### config.mk
export PLATFORM = sky130hd
export DESIGN_NAME = rs_alu_param
export DESIGN_NICKNAME = d
export VERILOG_FILES = /design/src/rtl/rs_pkg.sv /design/src/rtl/rs_age_matrix.sv /design/src/rtl/rs_alu_param.sv
export SDC_FILE = /design/constraint.sdc
export NUM_CORES = 2
export LEC_CHECK = 0
export ABC_AREA = 1
export CAP_MARGIN = 20
export CORE_MARGIN = 8
export CORE_UTILIZATION = 48
export DETAILED_ROUTE_END_ITERATION = 16
export GPL_TIMING_DRIVEN = 1
export HOLD_SLACK_MARGIN = 0.02
export PLACE_DENSITY = 0.68
export SLEW_MARGIN = 10
export SYNTH_ARGS = -nofsm -noshare
export SYNTH_HDL_FRONTEND = slang
export SYNTH_SLANG_ARGS = --single-unit
### constraint.sdc
create_clock -name clk -period 37.4 [get_ports clk]
set_input_delay 5.61 -clock clk [delete_from_list [all_inputs] [get_ports clk]]
set_output_delay 5.61 -clock clk [all_outputs]
set_load 0.01 [all_outputs]
### src/rtl/rs_pkg.sv
// Shared reservation-station definitions: opcodes, the "no tag" encoding and
// the mapping from entry index to the CDB tag that entry owns.
package rs_pkg;

  localparam int TAG_NONE = 0;

  localparam logic [5:0] OP_ADD = 6'b000001;
  localparam logic [5:0] OP_SUB = 6'b000010;
  localparam logic [5:0] OP_BEQ = 6'b111001;
  localparam logic [5:0] OP_JMP = 6'b011010;

  function automatic int entry_tag(input int base, input int i);
    return base + i;
  endfunction

endpackage

### src/rtl/rs_age_matrix.sv
// Relative-age tracker: row i holds a bit for every entry allocated before i.
// The grant is the requesting entry that has no older requester.
module rs_age_matrix #(
  parameter int N = 4
) (
  input  logic         clk,
  input  logic         rst,
  input  logic         flush,
  input  logic [N-1:0] alloc,
  input  logic [N-1:0] free,
  input  logic [N-1:0] valid,
  input  logic [N-1:0] req,
  output logic [N-1:0] grant
);

  logic [N-1:0] age_q [N];
  logic [N-1:0] age_d [N];

  always_comb begin
    for (int i = 0; i < N; i++) begin
      // A freed entry must drop out of every row, or a later reuse of its
      // slot would look older than entries that really precede it.
      age_d[i] = age_q[i] & ~free;
      if (alloc[i]) begin
        age_d[i] = valid & ~free;
      end
      if (flush) begin
        age_d[i] = '0;
      end
    end
  end

  always_comb begin
    for (int i = 0; i < N; i++) begin
      grant[i] = req[i] & ~(|(req & age_q[i]));
    end
  end

  always_ff @(posedge clk or posedge rst) begin
    if (rst) begin
      for (int i = 0; i < N; i++) begin
        age_q[i] <= '0;
      end
    end else begin
      for (int i = 0; i < N; i++) begin
        age_q[i] <= age_d[i];
      end
    end
  end

endmodule

### src/rtl/rs_alu_param.sv
// Integer/branch reservation station: holds issued ops, snoops the CDB for
// missing operands and offers the oldest ready entry to the ALU.
module rs_alu_param
  import rs_pkg::*;
#(
  parameter int NUM_RS   = 4,
  parameter int XLEN     = 64,
  parameter int TAG_W    = 4,
  parameter int TAG_BASE = 1,
  parameter int ROB_W    = 2,
  parameter int OPC_W    = 6
) (
  input  logic                         clk,
  input  logic                         rst,
  input  logic                         flush,
  input  logic                         issue_valid,
  output logic                         issue_ready,
  output logic [TAG_W-1:0]             issue_tag,
  input  logic [OPC_W-1:0]             issue_opcode,
  input  logic [TAG_W-1:0]             issue_tag1,
  input  logic [TAG_W-1:0]             issue_tag2,
  input  logic [XLEN-1:0]              issue_op1,
  input  logic [XLEN-1:0]              issue_op2,
  input  logic [XLEN-1:0]              issue_pc,
  input  logic [XLEN-1:0]              issue_off,
  input  logic [ROB_W-1:0]             issue_rob,
  input  logic                         cdb_valid,
  input  logic [TAG_W-1:0]             cdb_tag,
  input  logic [XLEN-1:0]              cdb_data,
  output logic                         fu_valid,
  input  logic                         fu_ready,
  output logic [XLEN-1:0]              fu_a,
  output logic [XLEN-1:0]              fu_b,
  output logic [XLEN-1:0]              fu_pc,
  output logic [XLEN-1:0]              fu_off,
  output logic [OPC_W-1:0]             fu_opcode,
  output logic [TAG_W-1:0]             fu_tag,
  output logic [ROB_W-1:0]             fu_rob,
  output logic [$clog2(NUM_RS+1)-1:0]  occupancy
);

  localparam int IDX_W = $clog2(NUM_RS);
  localparam int OCC_W = $clog2(NUM_RS+1);

  // Handshake: an offer (fu_valid) transfers on any cycle where fu_ready is
  // also high; once raised, the offer is held unchanged until it transfers.

  logic [NUM_RS-1:0] valid_q, valid_d;
  logic [TAG_W-1:0]  tag1_q [NUM_RS];
  logic [TAG_W-1:0]  tag1_d [NUM_RS];
  logic [TAG_W-1:0]  tag2_q [NUM_RS];
  logic [TAG_W-1:0]  tag2_d [NUM_RS];
  logic [XLEN-1:0]   op1_q  [NUM_RS];
  logic [XLEN-1:0]   op1_d  [NUM_RS];
  logic [XLEN-1:0]   op2_q  [NUM_RS];
  logic [XLEN-1:0]   op2_d  [NUM_RS];
  logic [XLEN-1:0]   pc_q   [NUM_RS];
  logic [XLEN-1:0]   pc_d   [NUM_RS];
  logic [XLEN-1:0]   off_q  [NUM_RS];
  logic [XLEN-1:0]   off_d  [NUM_RS];
  logic [OPC_W-1:0]  opc_q  [NUM_RS];
  logic [OPC_W-1:0]  opc_d  [NUM_RS];
  logic [ROB_W-1:0]  rob_q  [NUM_RS];
  logic [ROB_W-1:0]  rob_d  [NUM_RS];
  logic              lock_q, lock_d;
  logic [IDX_W-1:0]  lock_idx_q, lock_idx_d;
  logic [OCC_W-1:0]  occ_q, occ_d;

  logic [NUM_RS-1:0] ready, grant, alloc_oh, free_oh;
  logic [IDX_W-1:0]  free_idx, sel_idx, cur_idx;
  logic              do_issue, accept, cdb_live;

  assign cdb_live = cdb_valid && (cdb_tag != TAG_W'(TAG_NONE));

  always_comb begin
    for (int i = 0; i < NUM_RS; i++) begin
      ready[i] = valid_q[i] && (tag1_q[i] == TAG_W'(TAG_NONE)) &&
                 (tag2_q[i] == TAG_W'(TAG_NONE));
    end
  end

  always_comb begin
    free_idx = '0;
    for (int i = NUM_RS-1; i >= 0; i--) begin
      if (!valid_q[i]) free_idx = IDX_W'(i);
    end
    sel_idx = '0;
    for (int i = 0; i < NUM_RS; i++) begin
      if (grant[i]) sel_idx = IDX_W'(i);
    end
  end

  assign issue_ready = ~(&valid_q);
  assign issue_tag   = issue_ready ? TAG_W'(entry_tag(TAG_BASE, int'(free_idx))) : '0;
  assign fu_valid    = lock_q | (|ready);
  assign cur_idx     = lock_q ? lock_idx_q : sel_idx;
  assign do_issue    = issue_valid && issue_ready && !flush;
  assign accept      = fu_valid && fu_ready && !flush;
  assign alloc_oh    = do_issue ? (NUM_RS'(1) << free_idx) : '0;
  assign free_oh     = accept ? (NUM_RS'(1) << cur_idx) : '0;
  assign occupancy   = occ_q;

  always_comb begin
    fu_a      = '0;
    fu_b      = '0;
    fu_pc     = '0;
    fu_off    = '0;
    fu_opcode = '0;
    fu_tag    = '0;
    fu_rob    = '0;
    if (fu_valid) begin
      fu_a      = op1_q[cur_idx];
      fu_b      = op2_q[cur_idx];
      fu_pc     = pc_q[cur_idx];
      fu_off    = off_q[cur_idx];
      fu_opcode = opc_q[cur_idx];
      fu_tag    = TAG_W'(entry_tag(TAG_BASE, int'(cur_idx)));
      fu_rob    = rob_q[cur_idx];
    end
  end

  always_comb begin
    valid_d = valid_q;
    tag1_d  = tag1_q;
    tag2_d  = tag2_q;
    op1_d   = op1_q;
    op2_d   = op2_q;
    pc_d    = pc_q;
    off_d   = off_q;
    opc_d   = opc_q;
    rob_d   = rob_q;
    for (int i = 0; i < NUM_RS; i++) begin
      if (cdb_live && valid_q[i] && (tag1_q[i] == cdb_tag)) begin
        op1_d[i]  = cdb_data;
        tag1_d[i] = '0;
      end
      if (cdb_live && valid_q[i] && (tag2_q[i] == cdb_tag)) begin
        op2_d[i]  = cdb_data;
        tag2_d[i] = '0;
      end
    end
    if (accept) begin
      valid_d[cur_idx] = 1'b0;
    end
    if (do_issue) begin
      valid_d[free_idx] = 1'b1;
      pc_d[free_idx]    = issue_pc;
      off_d[free_idx]   = issue_off;
      opc_d[free_idx]   = issue_opcode;
      rob_d[free_idx]   = issue_rob;
      // A producer broadcasting in the issue cycle would otherwise be missed.
      if (cdb_live && (issue_tag1 == cdb_tag)) begin
        op1_d[free_idx]  = cdb_data;
        tag1_d[free_idx] = '0;
      end else begin
        op1_d[free_idx]  = issue_op1;
        tag1_d[free_idx] = issue_tag1;
      end
      if (cdb_live && (issue_tag2 == cdb_tag)) begin
        op2_d[free_idx]  = cdb_data;
        tag2_d[free_idx] = '0;
      end else begin
        op2_d[free_idx]  = issue_op2;
        tag2_d[free_idx] = issue_tag2;
      end
    end
    if (flush) begin
      valid_d = '0;
    end
  end

  always_comb begin
    lock_d     = lock_q;
    lock_idx_d = lock_idx_q;
    if (flush || accept) begin
      lock_d = 1'b0;
    end else if (fu_valid) begin
      lock_d     = 1'b1;
      lock_idx_d = cur_idx;
    end
    if (flush) begin
      occ_d = '0;
    end else begin
      occ_d = occ_q + OCC_W'(do_issue) - OCC_W'(accept);
    end
  end

  rs_age_matrix #(.N(NUM_RS)) u_age (
    .clk   (clk),
    .rst   (rst),
    .flush (flush),
    .alloc (alloc_oh),
    .free  (free_oh),
    .valid (valid_q),
    .req   (ready),
    .grant (grant)
  );

  always_ff @(posedge clk or posedge rst) begin
    if (rst) begin
      valid_q    <= '0;
      lock_q     <= 1'b0;
      lock_idx_q <= '0;
      occ_q      <= '0;
      for (int i = 0; i < NUM_RS; i++) begin
        tag1_q[i] <= '0;
        tag2_q[i] <= '0;
        op1_q[i]  <= '0;
        op2_q[i]  <= '0;
        pc_q[i]   <= '0;
        off_q[i]  <= '0;
        opc_q[i]  <= '0;
        rob_q[i]  <= '0;
      end
    end else begin
      valid_q    <= valid_d;
      lock_q     <= lock_d;
      lock_idx_q <= lock_idx_d;
      occ_q      <= occ_d;
      for (int i = 0; i < NUM_RS; i++) begin
        tag1_q[i] <= tag1_d[i];
        tag2_q[i] <= tag2_d[i];
        op1_q[i]  <= op1_d[i];
        op2_q[i]  <= op2_d[i];
        pc_q[i]   <= pc_d[i];
        off_q[i]  <= off_d[i];
        opc_q[i]  <= opc_d[i];
        rob_q[i]  <= rob_d[i];
      end
    end
  end

endmodule
==> out/qor.txt <==
Hold Crit Depth -> 2
Max Clock Freq -> 79.1 MHz
Initial DRC count -> 8265
RSZ-0062 raised after global routing -> false
Seq/Total Area, Yosys -> 0.417
Routed length per instance -> 22.5 µm
Final Hold Viols -> 0
Sequential group share of total power -> 0.397
Max VDD drop -> 0.0360 mV
Fill cells -> 13200
Pin count of the biggest net entering global routing -> 214
CTS buffer count -> 133
Status -> finished, final reports clean
Layout Cells excl Fill -> 11500
Postcts setup bufs -> 0
Area grow syn2layout -> 15.1%
Mux cell area share after synthesis -> 0
Total global routing overflow -> 0
Vias in the first global route -> 65100
Num rows -> 136
Post-Synthesis Cell Area -> 0.0667 mm²
Die area -> 0.151 mm²
Post-synth top flop -> dfrtp_1
Crit Path Class -> reg2out
Fin crit share -> 0.338
CP endpoint kind -> primary output
DR vias/cell -> 5.93
Area of the multi-input gates -> 0.0303 mm²
Hold Crit Class -> reg2reg
Pwr dens -> 56.1 mW/mm²
Final Skew -> 0.0357 ns
Total Neg Setup Slack -> 0 ns
Largest family of logic cells by synthesized area -> simple AND/OR/NAND/NOR gates
Simple-gate share of the synthesized area -> 0.240
Nets -> 9911
Clk pwr share -> 0.313
Synth unique cells -> 36
Post-synthesis compound-gate area fraction -> 0.203
Antenna Nets Post-Route -> 0
Top Ports -> 623
Max Slew Vio Count -> 0
Pleak -> 36.1 nW
Place WS -> 25.61 ns
Pint -> 2.84 mW
Core Util, Final -> 0.557
MaxCap Viol Count -> 0
Max_slew headroom -> 0.174
Post-Synthesis Cells -> 9582
First-pass GRT wire length -> 394000 µm
Xor and xnor area share after synthesis -> 0.00552
Max clock buf depth -> 3
Antenna violations before repair -> 49
Wirelength, routed -> 259000 µm
Post-synthesis adder-cell area fraction -> 0.00218
HPWL after DPL -> 141000 µm
CORE AREA -> 0.138 mm²
Via count -> 68100
Sw power -> 1.47 mW
FF+latch count, synth -> 1110
Initial Utilization -> 0.484
Clock Sinks -> 1110
Number of synthesized flops with an enable pin -> 0
Power Total -> 4.30 mW
I/O Buffers -> 620
CTS tree -> built
CP startpoint kind -> register
Worst slew pin tran -> 1.24 ns
Final min period -> 12.64 ns
Avg Inst Size Synth -> 6.96 µm²
Root Buffer -> clkbuf_16
Syn. warnings -> 0
DRC -> 0
Clk Latency, worst-skew pair -> 0.78 ns
Die H -> 389 µm
CTS resizes -> 0
CP Max Fanout -> 117
Worst R2R Path Depth -> 11
Post-Place Cells -> 11200
H-tree depth -> 4
Critical Path AT -> 7.03 ns
Clock Pin Slew Worst Setup and Hold Paths -> 0.06 ns
Setup ws final -> 24.76 ns
Crit path required time -> 31.79 ns
RePlAce Congestion -> 0.888
Combinational share of power -> 0.289
Async set-reset flop share out of synthesis -> 1.00
Die width -> 389 µm
Register Area -> 0.0278 mm²
Share of cells above drive strength 1 -> 0.0362
# hold bufs at CTS -> 0
Switching Fraction -> 0.341
Gr usage total -> 0.327
First-pass iteration count of the detailed router -> 9
Final-report setup violation count -> 0
[power groups by stage]
stage	registers [mW]	clock network [mW]	logic, mW
after floorplan	1.72	0	0.894
after global placement	1.71	0	1.18
after detailed placement	1.73	0	1.21
after CTS	1.71	1.36	1.23
after global routing	1.75	1.41	1.42
final	1.71	1.35	1.25
[through the flow]
stage / instance area [µm²] / hold slack, ns
2_1_floorplan: 66700 / 0.433
3_3_place_gp: 72100 / 0.444
3_5_place_dp: 72100 / 0.449
4_1_cts: 76600 / 0.463
5_1_grt: 76700 / 0.476
6_report: 76700 / 0.460
[logic make-up (layout without fill, tap and decap cells)]
kind of cell / Yosys count / count (layout)
and+or+nand+nor: 3710 / 3710
AOI/OAI and AO/OA: 2570 / 2570
buffers and inverters: 2138 / 2212
DFF: 1110 / 1110
xor gates and xnor gates: 42 / 42
adders and majority gates: 11 / 11
other: 1 / 42
[synth_stat cells (10+ instances only)]
cell type / n / area share
dfrtp_1: 1110 / 0.42
xor2_1: 35 / 0.0046
o211ai_1: 172 / 0.019
o21ai_0: 1821 / 0.14
a21oi_1: 378 / 0.028
o31ai_1: 16 / 0.0018
o21ai_1: 37 / 0.0028
nand3_1: 1141 / 0.086
buf_2: 275 / 0.021
buf_6: 40 / 0.0068
buf_4: 41 / 0.0046
inv_2: 13 / 0.00073
nor2_1: 70 / 0.0039
clkbuf_1: 461 / 0.026
nand3b_1: 136 / 0.015
inv_1: 1257 / 0.071
buf_1: 45 / 0.0025
ha_1: 10 / 0.0019
o22ai_1: 146 / 0.014
nand2_1: 2333 / 0.13
[cell usage in the layout, fill, tap and decap left out, types with 10 or more instances in the layout]
master           synthesis  final
a21oi_1                378    378
buf_12                   0     10
buf_4                   41     73
clkbuf_1               461     26
clkbuf_16                0    134
clkbuf_8                 4     36
clkdlybuf4s50_1          0    620
clkinv_2                 0     16
dfrtp_1               1110   1110
diode_2                  0     40
inv_1                 1257   1251
nand2_1               2333   2329
nand3_1               1141   1135
nand3b_1               136    136
nor2_1                  70     66
o211ai_1               172    172
o21ai_0               1821   1821
o21ai_1                 37     37
o22ai_1                146    146
o31ai_1                 16     16
xor2_1                  35     35
[worst max-delay path, cell delays in order (launching register included)]
cell             delay (ns)
dfrtp_1                0.41
nor2_1                 0.13
nand2_1                0.07
nor2_1                 0.26
nand3_1                0.12
nand2_1                0.09
nor2_1                 0.05
nor2_2                 0.21
nand2_8                0.45
nand2_8                0.75
buf_4                  0.81
buf_4                  0.87
buf_4                  0.90
nand2_1                0.16
nand3_1                0.12
a21oi_1                0.08
clkdlybuf4s50_1        0.55
[layout make-up]
class | instances | area share
inverter | 1270 | 0.0628
sequential | 1110 | 0.362
clock inverter | 42 | 0.00760
tap | 1794 | 0.0293
multi-input combinational | 6335 | 0.395
timing repair buffer | 704 | 0.0910
clock buffer | 196 | 0.0514
antenna | 40 | 0.00130
[per-layer routing]
metal / part of all wire / vias to the layer above / global-route usage
met5: 0.00077 / - / 0
met4: 0.049 / 30 / 0.164
met3: 0.11 / 718 / 0.0790
met2: 0.44 / 4098 / 0.510
met1: 0.39 / 32200 / 0.426
li1: - / 31100 / -
[worst paths after layout]
check	start	endpoint	slack, ns
worst max-delay path	tag1_q[7]	fu_off[3]	24.76
worst min-delay path	off_q[33]	off_q[33]	0.46
worst max register to register	valid_q[2]	off_q[134]	31.53
worst min register to register	off_q[33]	off_q[33]	0.46
max in group asynchronous	rst	off_q[173]	27.54
min in group asynchronous	rst	op1_q[175]	5.38
[flip-flops by register name, indices dropped and copies added, names as in the netlist]
| name | cells |
|---|---|
| tag2_q | 16 |
| lock_idx_q | 2 |
| lock_q | 1 |
| op1_q | 256 |
| u_age.age_q | 12 |
| op2_q | 256 |
| pc_q | 256 |
| rob_q | 8 |
| off_q | 256 |
| tag1_q | 16 |
| valid_q | 4 |
| opc_q | 24 |
| occupancy | 3 |
(Power assumes the default switching activity.)
